$ cat config.mk
export PLATFORM = sky130hd
export DESIGN_NAME = dmem_arbiter
export DESIGN_NICKNAME = d
export VERILOG_FILES = /design/src/rtl/rv_mem_pkg.sv /design/src/rtl/dmem_rsp_router.sv /design/src/rtl/dmem_arbiter.sv
export SDC_FILE = /design/constraint.sdc
export NUM_CORES = 1
export LEC_CHECK = 0
export BUFFER_PORTS_ARGS = -buffer_cell sky130_fd_sc_hd__clkbuf_2
export CORE_AREA = 2 2 116 118
export DETAILED_ROUTE_END_ITERATION = 10
export DIE_AREA = 0 0 118 120
export GPL_ROUTABILITY_DRIVEN = 0
export PLACE_DENSITY = 0.46
export SLEW_MARGIN = 20
export SYNTH_ARGS = -nofsm -noshare
export SYNTH_HDL_FRONTEND = slang
export SYNTH_SLANG_ARGS = --single-unit
$ cat constraint.sdc
create_clock -name clk -period 3.3 [get_ports clk]
set_input_delay 0 -clock clk [delete_from_list [all_inputs] [get_ports clk]]
set_output_delay 0 -clock clk [all_outputs]
set_load 0.01 [all_outputs]
$ cat src/rtl/rv_mem_pkg.sv
// Shared types for the data-memory arbiter slice.
//   arb_state_t : arbiter ownership state
//   owner_t     : tag naming which requester a pending load return belongs to
package rv_mem_pkg;

  typedef enum logic {
    ARB     = 1'b0,
    EXT_OWN = 1'b1
  } arb_state_t;

  typedef enum logic [1:0] {
    OWN_NONE = 2'd0,
    OWN_CORE = 2'd1,
    OWN_EXT  = 2'd2
  } owner_t;

endpackage

$ cat src/rtl/dmem_rsp_router.sv
// Load-return router. Remembers which requester issued the load that the
// memory is answering this cycle and steers mem_rdata to that requester only.
// Ports:
//   clk, rst              clock, async active-low reset
//   load_core, load_ext   a load was granted to core / ext this cycle
//   mem_rdata             memory read data (valid the cycle after the load)
//   core_rvalid/rdata     core return pulse and data (rdata 0 when not valid)
//   ext_rvalid/rdata      ext return pulse and data (rdata 0 when not valid)
module dmem_rsp_router
  import rv_mem_pkg::*;
#(
  parameter int DW = 32
) (
  input  logic          clk,
  input  logic          rst,
  input  logic          load_core,
  input  logic          load_ext,
  input  logic [DW-1:0] mem_rdata,
  output logic          core_rvalid,
  output logic [DW-1:0] core_rdata,
  output logic          ext_rvalid,
  output logic [DW-1:0] ext_rdata
);

  logic   pending;
  owner_t owner;

  // Reset drops any in-flight return; the memory answer is simply ignored.
  always_ff @(posedge clk or negedge rst) begin
    if (!rst) begin
      pending <= 1'b0;
      owner   <= OWN_NONE;
    end else begin
      pending <= load_core | load_ext;
      if (load_core)     owner <= OWN_CORE;
      else if (load_ext) owner <= OWN_EXT;
      else               owner <= OWN_NONE;
    end
  end

  assign core_rvalid = pending & (owner == OWN_CORE);
  assign ext_rvalid  = pending & (owner == OWN_EXT);
  assign core_rdata  = core_rvalid ? mem_rdata : '0;
  assign ext_rdata   = ext_rvalid  ? mem_rdata : '0;

endmodule

$ cat src/rtl/dmem_arbiter.sv
// Single-port data memory arbiter between the pipeline memory stage (core)
// and an external loader/debug master (ext). Core has fixed priority unless
// ext has been denied STARVE_MAX consecutive cycles; a granted ext access
// without ext_last may keep the memory for up to BURST_MAX beats.
//
//   state   | meaning
//   --------+-----------------------------------------------------------
//   ARB     | core priority, ext served when core idle or ext starved
//   EXT_OWN | ext holds the memory for the rest of its burst
//
// Ports:
//   clk, rst                                  clock, async active-low reset
//   core_req/we/addr/wdata                    core request fields
//   core_gnt, core_stall                      core accepted / core held off
//   core_rvalid, core_rdata                   core load return
//   ext_req/we/addr/wdata, ext_last           ext request fields, burst end
//   ext_gnt, ext_rvalid, ext_rdata            ext accept and load return
//   mem_en/we/addr/wdata, mem_rdata           memory side
module dmem_arbiter
  import rv_mem_pkg::*;
#(
  parameter int AW         = 32,
  parameter int DW         = 32,
  parameter int STARVE_MAX = 4,
  parameter int BURST_MAX  = 8
) (
  input  logic          clk,
  input  logic          rst,
  input  logic          core_req,
  input  logic          core_we,
  input  logic [AW-1:0] core_addr,
  input  logic [DW-1:0] core_wdata,
  output logic          core_gnt,
  output logic          core_stall,
  output logic          core_rvalid,
  output logic [DW-1:0] core_rdata,
  input  logic          ext_req,
  input  logic          ext_we,
  input  logic [AW-1:0] ext_addr,
  input  logic [DW-1:0] ext_wdata,
  input  logic          ext_last,
  output logic          ext_gnt,
  output logic          ext_rvalid,
  output logic [DW-1:0] ext_rdata,
  output logic          mem_en,
  output logic          mem_we,
  output logic [AW-1:0] mem_addr,
  output logic [DW-1:0] mem_wdata,
  input  logic [DW-1:0] mem_rdata
);

  localparam int SW = $clog2(STARVE_MAX + 1);
  localparam int BW = $clog2(BURST_MAX + 1);
  localparam logic [SW-1:0] STARVE_TOP = SW'(STARVE_MAX);
  localparam logic [BW-1:0] BURST_LAST = BW'(BURST_MAX - 1);

  arb_state_t    state, state_nxt;
  logic [SW-1:0] starve_cnt, starve_nxt;
  logic [BW-1:0] burst_cnt, burst_nxt;
  logic          core_win, ext_win;

  always_ff @(posedge clk or negedge rst) begin
    if (!rst) begin
      state      <= ARB;
      starve_cnt <= '0;
      burst_cnt  <= '0;
    end else begin
      state      <= state_nxt;
      starve_cnt <= starve_nxt;
      burst_cnt  <= burst_nxt;
    end
  end

  // burst_cnt counts beats already granted in the current held burst.
  always_comb begin
    core_win  = 1'b0;
    ext_win   = 1'b0;
    state_nxt = state;
    burst_nxt = burst_cnt;
    case (state)
      ARB: begin
        if (core_req && (starve_cnt != STARVE_TOP)) begin
          core_win = 1'b1;
        end else if (ext_req) begin
          ext_win = 1'b1;
          if (!ext_last && (BURST_MAX > 1)) begin
            state_nxt = EXT_OWN;
            burst_nxt = BW'(1);
          end
        end
      end
      EXT_OWN: begin
        if (ext_req) begin
          ext_win = 1'b1;
          if (ext_last || (burst_cnt == BURST_LAST)) begin
            state_nxt = ARB;
            burst_nxt = '0;
          end else begin
            burst_nxt = burst_cnt + 1'b1;
          end
        end else begin
          // Ext paused mid-burst: give the memory back rather than idle it.
          state_nxt = ARB;
          burst_nxt = '0;
        end
      end
      default: begin
        state_nxt = ARB;
        burst_nxt = '0;
      end
    endcase
  end

  // Grants are combinational from req, so they are gated by rst to keep
  // every output quiet for the whole reset, not just after the next edge.
  assign core_gnt   = rst & core_win;
  assign ext_gnt    = rst & ext_win;
  assign core_stall = rst & core_req & ~core_win;

  always_comb begin
    starve_nxt = starve_cnt;
    if (ext_win)
      starve_nxt = '0;
    else if (ext_req && (starve_cnt != STARVE_TOP))
      starve_nxt = starve_cnt + 1'b1;
  end

  always_comb begin
    mem_en    = core_gnt | ext_gnt;
    mem_we    = 1'b0;
    mem_addr  = '0;
    mem_wdata = '0;
    if (core_gnt) begin
      mem_we    = core_we;
      mem_addr  = core_addr;
      mem_wdata = core_wdata;
    end else if (ext_gnt) begin
      mem_we    = ext_we;
      mem_addr  = ext_addr;
      mem_wdata = ext_wdata;
    end
  end

  dmem_rsp_router #(
    .DW (DW)
  ) u_rsp_router (
    .clk         (clk),
    .rst         (rst),
    .load_core   (core_gnt & ~core_we),
    .load_ext    (ext_gnt & ~ext_we),
    .mem_rdata   (mem_rdata),
    .core_rvalid (core_rvalid),
    .core_rdata  (core_rdata),
    .ext_rvalid  (ext_rvalid),
    .ext_rdata   (ext_rdata)
  );

endmodule

Yosys cells after proc, flatten, opt, wreduce, memory -nomap -nowiden
Index checks and enable logic that the tools add are counted.
{"block": "totals", "ff_bits": 11, "latchBits": 0, "mem_bits_rw": 0, "romBits": 0, "in_bits": 167, "out_inout_bits": 135, "elab_cells": 62, "n_memories": 0}
{"block": "op_classes", "n_addsub": 2, "n_mul": 0, "div": 0, "n_lt_le_gt_ge": 0, "eq_ne": 7, "shift": 0, "mux": 29, "bitwise_logic": 14, "n_reduce_logical": 5}
{"cell": "$mux W32", "n": 6}
{"cell": "$mux W4", "n": 5}
{"cell": "$mux W1", "n": 11}
{"cell": "$and A1 B1 Y1", "n": 8}
{"cell": "$pmux W4 S2", "n": 1}
{"cell": "$mux W3", "n": 2}
{"cell": "$ne A2 B2 Y1 const B", "n": 3}
{"cell": "$add A4 B1 Y4 const B", "n": 1}
{"cell": "$eq A4 B3 Y1 const B", "n": 1}
{"cell": "$mux W2", "n": 2}
{"cell": "$not A1 Y1", "n": 4}
{"cell": "$pmux W1 S2", "n": 2}
{"cell": "$add A3 B1 Y3 const B", "n": 1}
{"cell": "$ne A3 B3 Y1 const B", "n": 1}
{"cell": "$reduce_and A3 Y1", "n": 1}
{"cell": "$eq A2 B1 Y1 const B", "n": 1}
{"cell": "$eq A2 B2 Y1 const B", "n": 1}
{"cell": "$logic_and A1 B1 Y1", "n": 2}
{"cell": "$or A1 B1 Y1", "n": 2}
{"cell": "$reduce_bool A2 Y1", "n": 1}
{"cell": "$logic_or A1 B1 Y1", "n": 1}

Depth between registers and ports, before layout
Gate-level depths: netlist (run 1).
{"block": "depth", "word_depth": 8, "ltp_mapped": 9, "mapped_depth_nobuf": 6}

Hierarchy
From an unflattened synthesis (run 1), not the netlist that was laid out.
{"block": "hier_totals", "hier_cells": 219, "hier_area_um2": 2104.5}
{"mod": "dmem_arbiter", "instances": 1, "cells_each": 127, "area_per_inst_um2": 1163.6, "seq_area_each_um2": 200.2}
{"mod": "dmem_rsp_router", "instances": 1, "cells_each": 92, "area_per_inst_um2": 940.9, "seq_area_each_um2": 75.1}

Least setup slack after synthesis (run 1)
Ideal clock, no wire load.
{"block": "synth_timing", "path_type": "register to output", "from": "register starve_cnt[0]", "to": "output mem_addr[0]", "arrival_ns": 1.674, "required_time_ns": 3.300, "setup_slack_ns": 1.626, "stages_incl_launch_ff": 10, "n_path_buf": 3, "cell_sequence": "dfrtp_1 -> inv_1 -> ha_1 -> a21bo_1 -> buf_2 -> o211ai_4 -> inv_2 -> buf_6 -> buf_6 -> a22o_1"}
{"block": "synth_via", "elab_chain_cells": 7, "elab_cells_between_ends": 10, "cone_classes": "1 x eq/ne; 6 x mux; 2 x bitwise; 1 x reduce/logical"}
{"element": "start, declared", "line": "dmem_arbiter.sv:58", "rtl": "logic [SW-1:0] starve_cnt, starve_nxt;"}
{"element": "start signal, assigned", "line": "dmem_arbiter.sv:69", "rtl": "starve_cnt <= starve_nxt;"}
{"element": "$ne A3 B3 Y1 *", "line": "dmem_arbiter.sv:82", "rtl": "if (core_req && (starve_cnt != STARVE_TOP)) begin"}
{"element": "$logic_and A1 B1 Y1 *", "line": "dmem_arbiter.sv:82"}
{"element": "$mux W1", "line": "dmem_arbiter.sv:82"}
{"element": "$pmux W1 S2", "line": "dmem_arbiter.sv:80", "rtl": "case (state)"}
{"element": "$and A1 B1 Y1", "line": "dmem_arbiter.sv:117", "rtl": "assign ext_gnt = rst & ext_win;"}
{"element": "$mux W32", "line": "dmem_arbiter.sv:137", "rtl": "end else if (ext_gnt) begin"}
{"element": "$mux W32 *", "line": "dmem_arbiter.sv:133", "rtl": "if (core_gnt) begin"}
{"element": "end, declared", "line": "dmem_arbiter.sv:47", "rtl": "output logic [AW-1:0] mem_addr,"}
Every way passes the cells marked *; elsewhere a longest branch is shown, timed or not.

Final worst setup path (run 1)
{"block": "layout_timing", "from": "register starve_cnt[0]", "to": "output mem_wdata[19]"}
{"block": "layout_via", "elab_chain_cells": 7, "elab_cells_between_ends": 10, "cone_classes": "1 x eq/ne; 6 x mux; 2 x bitwise; 1 x reduce/logical"}
{"element": "$ne A3 B3 Y1 *", "line": "dmem_arbiter.sv:82"}
{"element": "$logic_and A1 B1 Y1 *", "line": "dmem_arbiter.sv:82"}
{"element": "$mux W1", "line": "dmem_arbiter.sv:82"}
{"element": "$pmux W1 S2", "line": "dmem_arbiter.sv:80"}
{"element": "$and A1 B1 Y1", "line": "dmem_arbiter.sv:117"}
{"element": "$mux W32", "line": "dmem_arbiter.sv:137"}
{"element": "$mux W32 *", "line": "dmem_arbiter.sv:133"}
{"element": "end, declared", "line": "dmem_arbiter.sv:48", "rtl": "output logic [DW-1:0] mem_wdata,"}
Marked as above.

==> flow_summary.ini, run 1 <==
[worst_setup_path]
startpoint = starve_cnt[0]
end_kind = primary output
worstPathCellList = inv_1, ha_1, a21boi_0, nand3_1, clkinv_2, a22o_1, clkbuf_2
crit-reg2reg-launch = starve_cnt[0]
crit_buf_inv = 3
required_ns = 3.30
startpoint_type = register
worst-setup-path-type = register to primary output
max_stage_delay_ns = 0.69
cp_data_arrival_time_ns = 2.60
critPathTopFamily = buffers and inverters
crit_path_top_delay_cell = clkinv_2
cp_max_fo = 66

[yosys]
syn_inst = 208
synth_xor_area_frac = 0.00519
synth.mux.area_fraction = 0.00593
yosys.area.top_type = a22o_1
synth_top_family_by_area = compound AO/OA/AOI/OAI gates
synth_top_area_share = 0.337
synth_compound_area_frac = 0.414
async_flop_share = 1.00
synthSimpleGateAreaFrac = 0.296
syn_area_um2 = 1690
synth.area.top_cells = a22o_1 34%, and2_1 24%, dfrtp_1 16%
synthAdderAreaFrac = 0.0222
synth_edf_count = 0
yosysWarnings = 0
synth_cell_type_count = 33
avgSynthCellArea_um2 = 8.12
synthFlopType = dfrtp_1
yosysSeqAreaShare = 0.163
synth_seq_cells = 11
syn_nets = 378

[drt]
drt_iter0_drc = 106
num_vias = 2840
wl_per_cell_um = 16.4
routed_via_density = 4.23
drcViolationCount = 0
dr.pass1.iters = 4
antenna_left = 0
finalWirelength_um = 11000

[die]
die_x_um = 118
die_h_um = 120
start_util = 0.130
num_rows = 42
core_um2 = 13000
io_pins = 302
dieArea_um2 = 14200

[clocking]
cts_setup_buffers = 0
htreeDepth = 1
cts_max_path_buffers = 2
cts_made_buffers = 3
cts_tree = yes
root_buffer = clkbuf_16
cts.clk_slew.worst_paths_ns = 0.04
clock_sinks = 11
hold_buffers = 3
clock_latency_ns = 0.24
ctsResizeCount = 0

[grt]
grt_max_degree = 67
grt_use_total = 0.141
grt_pass1_vias = 2636
grt_pass1_wl_um = 15600
grt_overflow = 0
antenna_found_initial = 1

[outcome]
status = finished clean

[worst_hold_path]
hold_class = input port to register
hp-start = ext_last

[cells_and_area]
utilization = 0.264
drive_gt1_frac = 0.626
layout_common_cells = 301 x clkbuf_2, 65 x a22o_1, 64 x and2_1
final_common_cell = clkbuf_2
nNetsFinal = 666
areaGrowthSynthToFinish_pct = 103
num-fill-cells = 1454

[timing]
period_share = 0.787
fin_tns_setup_ns = 0
hold_ws_ns = 0.0880
slew_viol_final = 0
tightest_slew_ns = 0.898
skew_ns = 0.00441
slew_headroom = 0.401
setup_viol = 0
rsz0062_at_grt = false
clock.fmax_mhz = 385
fin_crit_ns = 2.60
finalHoldViolCount = 0

[power]
powerDensity_nw_per_um2 = 218
peakVddDrop_v = 0.000177
p_leak_uw = 0.00212

[run]
drv_cap = 0

[placed_design]
dp_hpwl_um = 9630
portBuffers = 301
sequential cells by signal (all words and copies together) (netlist names):
name	count
burst_cnt	4
starve_cnt	3
state	1
u_rsp_router.owner	2
u_rsp_router.pending	1
final cells by class:
type | instances | area, um2 | share of cell area
Clock buffer | 3 | 75.1 | 0.0219
Multi-Input combinational cell | 168 | 1260 | 0.367
Tap cell | 176 | 220 | 0.0644
Clock inverter | 1 | 5.00 | 0.00146
Inverter | 6 | 23.8 | 0.00695
Timing Repair Buffer | 306 | 1560 | 0.457
Sequential cell | 11 | 275 | 0.0804
Antenna cell | 1 | 2.50 | 0.000731
cells by family after synthesis:
group | count (synthesis)
simple gates | 83
compound gates | 80
buf+inv | 29
flops | 11
fa+ha+maj | 3
xor+xnor | 1
mux | 1
stage by stage:
step           cell area (um2)  total power, uW  std cells  setup WS [ns]
4_1_cts                   3420              753        671          0.560
3_5_place_dp              3310              526        664          0.829
2_1_floorplan             1690              322        208           1.63
3_3_place_gp              3310              525        664          0.822
5_1_grt                   3420              791        671          0.501
6_report                  3420              747        672          0.701
worst min-delay path, delay by kind of cell:
family | cells | cell delay (ns)
buffers and inverters | 1 | 0.09
and+or+nand+nor | 3 | 0.20
path summary, 6_finish.rpt:
path | depth (start not counted) | end | slack (ns)
max in group asynchronous | 2 | starve_cnt[2] | 2.82
min in group asynchronous | 2 | burst_cnt[2] | 0.21
setup / recovery | 7 | mem_wdata[19] | 0.70
setup reg to reg | 5 | burst_cnt[3] | 1.73
hold / removal | 4 | state | 0.09
hold reg to reg | 1 | burst_cnt[1] | 0.52
power by group:
part	leakage (uW)	switching, uW	internal, uW
sequential	0.000147	10.6	146
clock	0.0000409	58.4	160
combinational	0.00193	190	181
metal layers:
metal | part of all wire | global-route usage
met5 | 0 | 0
met4 | 0.011 | 0.0226
met3 | 0.094 | 0.0333
met2 | 0.43 | 0.210
met1 | 0.47 | 0.208
synth_stat cells (2+ instances only):
library cell and n:
a21oi_1 2, o22ai_1 2, nand3_1 4, dfrtp_1 11, and2_1 64, buf_2 9
a22o_1 65, inv_1 5, nand2_1 6, buf_6 5, clkbuf_1 9, nor2_1 3
ha_1 3
Note: power is estimated with default switching activity, not from simulation.
==> run 2: changes to the inputs <==
--- a/config.mk
+++ b/config.mk
@@ -6,11 +6,11 @@
 export NUM_CORES = 1
 export LEC_CHECK = 0
 export BUFFER_PORTS_ARGS = -buffer_cell sky130_fd_sc_hd__clkbuf_2
-export CORE_AREA = 2 2 116 118
+export CORE_AREA = 2 2 117 119
 export DETAILED_ROUTE_END_ITERATION = 10
-export DIE_AREA = 0 0 118 120
+export DIE_AREA = 0 0 119 121
 export GPL_ROUTABILITY_DRIVEN = 0
-export PLACE_DENSITY = 0.46
+export PLACE_DENSITY = 0.47
 export SLEW_MARGIN = 20
 export SYNTH_ARGS = -nofsm -noshare
 export SYNTH_HDL_FRONTEND = slang
==> constraint.sdc (replaced) <==
create_clock -name clk -period 2.2 [get_ports clk]
set_input_delay 0 -clock clk [delete_from_list [all_inputs] [get_ports clk]]
set_output_delay 0 -clock clk [all_outputs]
set_load 0.01 [all_outputs]
==> run 2 against run 1 <==
Flip-flop and latch count unchanged; register-to-register slack worse by 0.93 ns; non-clock buffer count up 3; clock-buffer cell count up 1; sequential power up 50%; clock power up 48%; sequential share of layout area down 0.14 points; core utilization up 0.27 points; wire length down 17%; design area up 1.8%; hold slack better by 0.020 ns; combinational power up 47%; critical path type unchanged; largest cell class unchanged.
==> flow_summary.ini, run 2 (synthesis gave the netlist of run 1 again) <==
[worst_setup_path]
worstPathCellList = inv_1, ha_1, a21bo_4, o211ai_4, inv_2, buf_12, a22o_4, clkbuf_2
end_kind = primary output
max_stage_delay_ns = 0.34
crit_path_top_delay_cell = dfrtp_1
startpoint_type = register
cp_max_fo = 66
cp_data_arrival_time_ns = 2.09
critPathTopFamily = compound AO/OA/AOI/OAI gates
worst-setup-path-type = register to primary output
crit_buf_inv = 4
required_ns = 2.20

[timing]
period_share = 0.950
fin_crit_ns = 2.09
skew_ns = 0.00175
setup_viol = 0
tightest_slew_ns = 0.375
clock.fmax_mhz = 478
slew_headroom = 0.750
finalHoldViolCount = 0
timing.final.ws_setup_ns = 0.110
slew_viol_final = 0
fin_tns_setup_ns = 0
rsz0062_at_grt = false

[grt]
grt_pass1_wl_um = 12800
grt_use_total = 0.108
grt_pass1_vias = 2544
grt_max_degree = 67
grt_overflow = 0
antenna_found_initial = 0

[cells_and_area]
regMostFlops = burst_cnt
final_common_cell = clkbuf_2
nNetsFinal = 669
top_regs = burst_cnt (4), starve_cnt (3), u_rsp_router.owner (2)
drive_gt1_frac = 0.631
largest_register_ff_count = 4
diodes = 0
layout_common_cells = 301 x clkbuf_2, 64 x and2_1, 64 x a22o_1
areaGrowthSynthToFinish_pct = 106

[drt]
routed_via_density = 4.07
num_vias = 2741
drcViolationCount = 0
dr.pass1.iters = 4
antenna_left = 0
finalWirelength_um = 9140
drt_iter0_drc = 94
wl_per_cell_um = 13.6

[die]
die_h_um = 121
num_rows = 42
die_x_um = 119
core_um2 = 13100
start_util = 0.129
io_pins = 302
dieArea_um2 = 14400

[clocking]
cts.clk_slew.worst_paths_ns = 0.04
cts_max_path_buffers = 2
clock_sinks = 11
root_buffer = clkbuf_16
cts_made_buffers = 3
htreeDepth = 1
cts_tree = yes
clock_latency_ns = 0.23
cts_setup_buffers = 0

[placed_design]
dp_hpwl_um = 7640
portBuffers = 301
pre_cts_ws_ns = 0.310

[worst_hold_path]
hold_class = input port to register

[power]
powerDensity_nw_per_um2 = 317
peakVddDrop_v = 0.000338
p_leak_uw = 0.00215

[outcome]
status = finished clean

[run]
drv_cap = 0
==> run 2: stage by stage <==
stage,instance area (um2),util,hold slack [ns],total power (uW),instances
after global routing,3480,0.266,0.137,1180,674
after global placement,3340,0.255,-0.0708,758,666
after floorplan,1690,-,-0.296,483,208
after CTS,3440,0.263,0.117,1100,673
after detailed placement,3340,0.255,-0.0687,764,666
final,3480,0.266,0.108,1100,674
==> run 2: worst register-to-register path: stages (launching register included) <==
cell,delay (ns)
dfrtp_1,0.37
inv_1,0.09
ha_1,0.20
a21bo_4,0.20
a21oi_1,0.12
a211o_1,0.31
==> run 2: repair_timing <==
action	in CTS	in global routing
setup endpoints to repair	0	51
resized for setup	0	4
hold buffers	3	0
hold endpoints to repair	14	0
==> run 2: cell type report <==
class                           instances  area, um2
Timing Repair Buffer                  309       1620
Multi-Input combinational cell        168       1270
Inverter                                6       22.5
Sequential cell                        11        275
Fill cell                            1431       9600
Tap cell                              176        220
Clock buffer                            4       78.8
==> run 2: metal layers <==
layer / track usage / up-vias / wire length (um)
met3: 0.0211 / 8 / 713
met4: 0.0208 / 0 / 84
li1: - / 1352 / -
met5: 0 / - / 0
met1: 0.133 / 1230 / 3670
met2: 0.196 / 151 / 4670
==> run 2: path summary, 6_finish.rpt <==
| check | startpoint | end | slack (ns) | cells after the start |
|---|---|---|---|---|
| worst min register to register | burst_cnt[1] | burst_cnt[1] | 0.51 | 1 |
| min in group asynchronous | rst | burst_cnt[2] | 0.22 | 2 |
| worst max register to register | starve_cnt[0] | burst_cnt[3] | 0.80 | 5 |
| max in group asynchronous | rst | burst_cnt[3] | 1.71 | 2 |
| worst min-delay path | ext_last | burst_cnt[2] | 0.11 | 3 |
| worst max-delay path | starve_cnt[0] | mem_wdata[30] | 0.11 | 8 |
==> run 2: where the power goes <==
group,internal (uW),total (uW),switching (uW)
combinational,283,544,261
sequential,220,235,15.3
clock,243,324,81.4
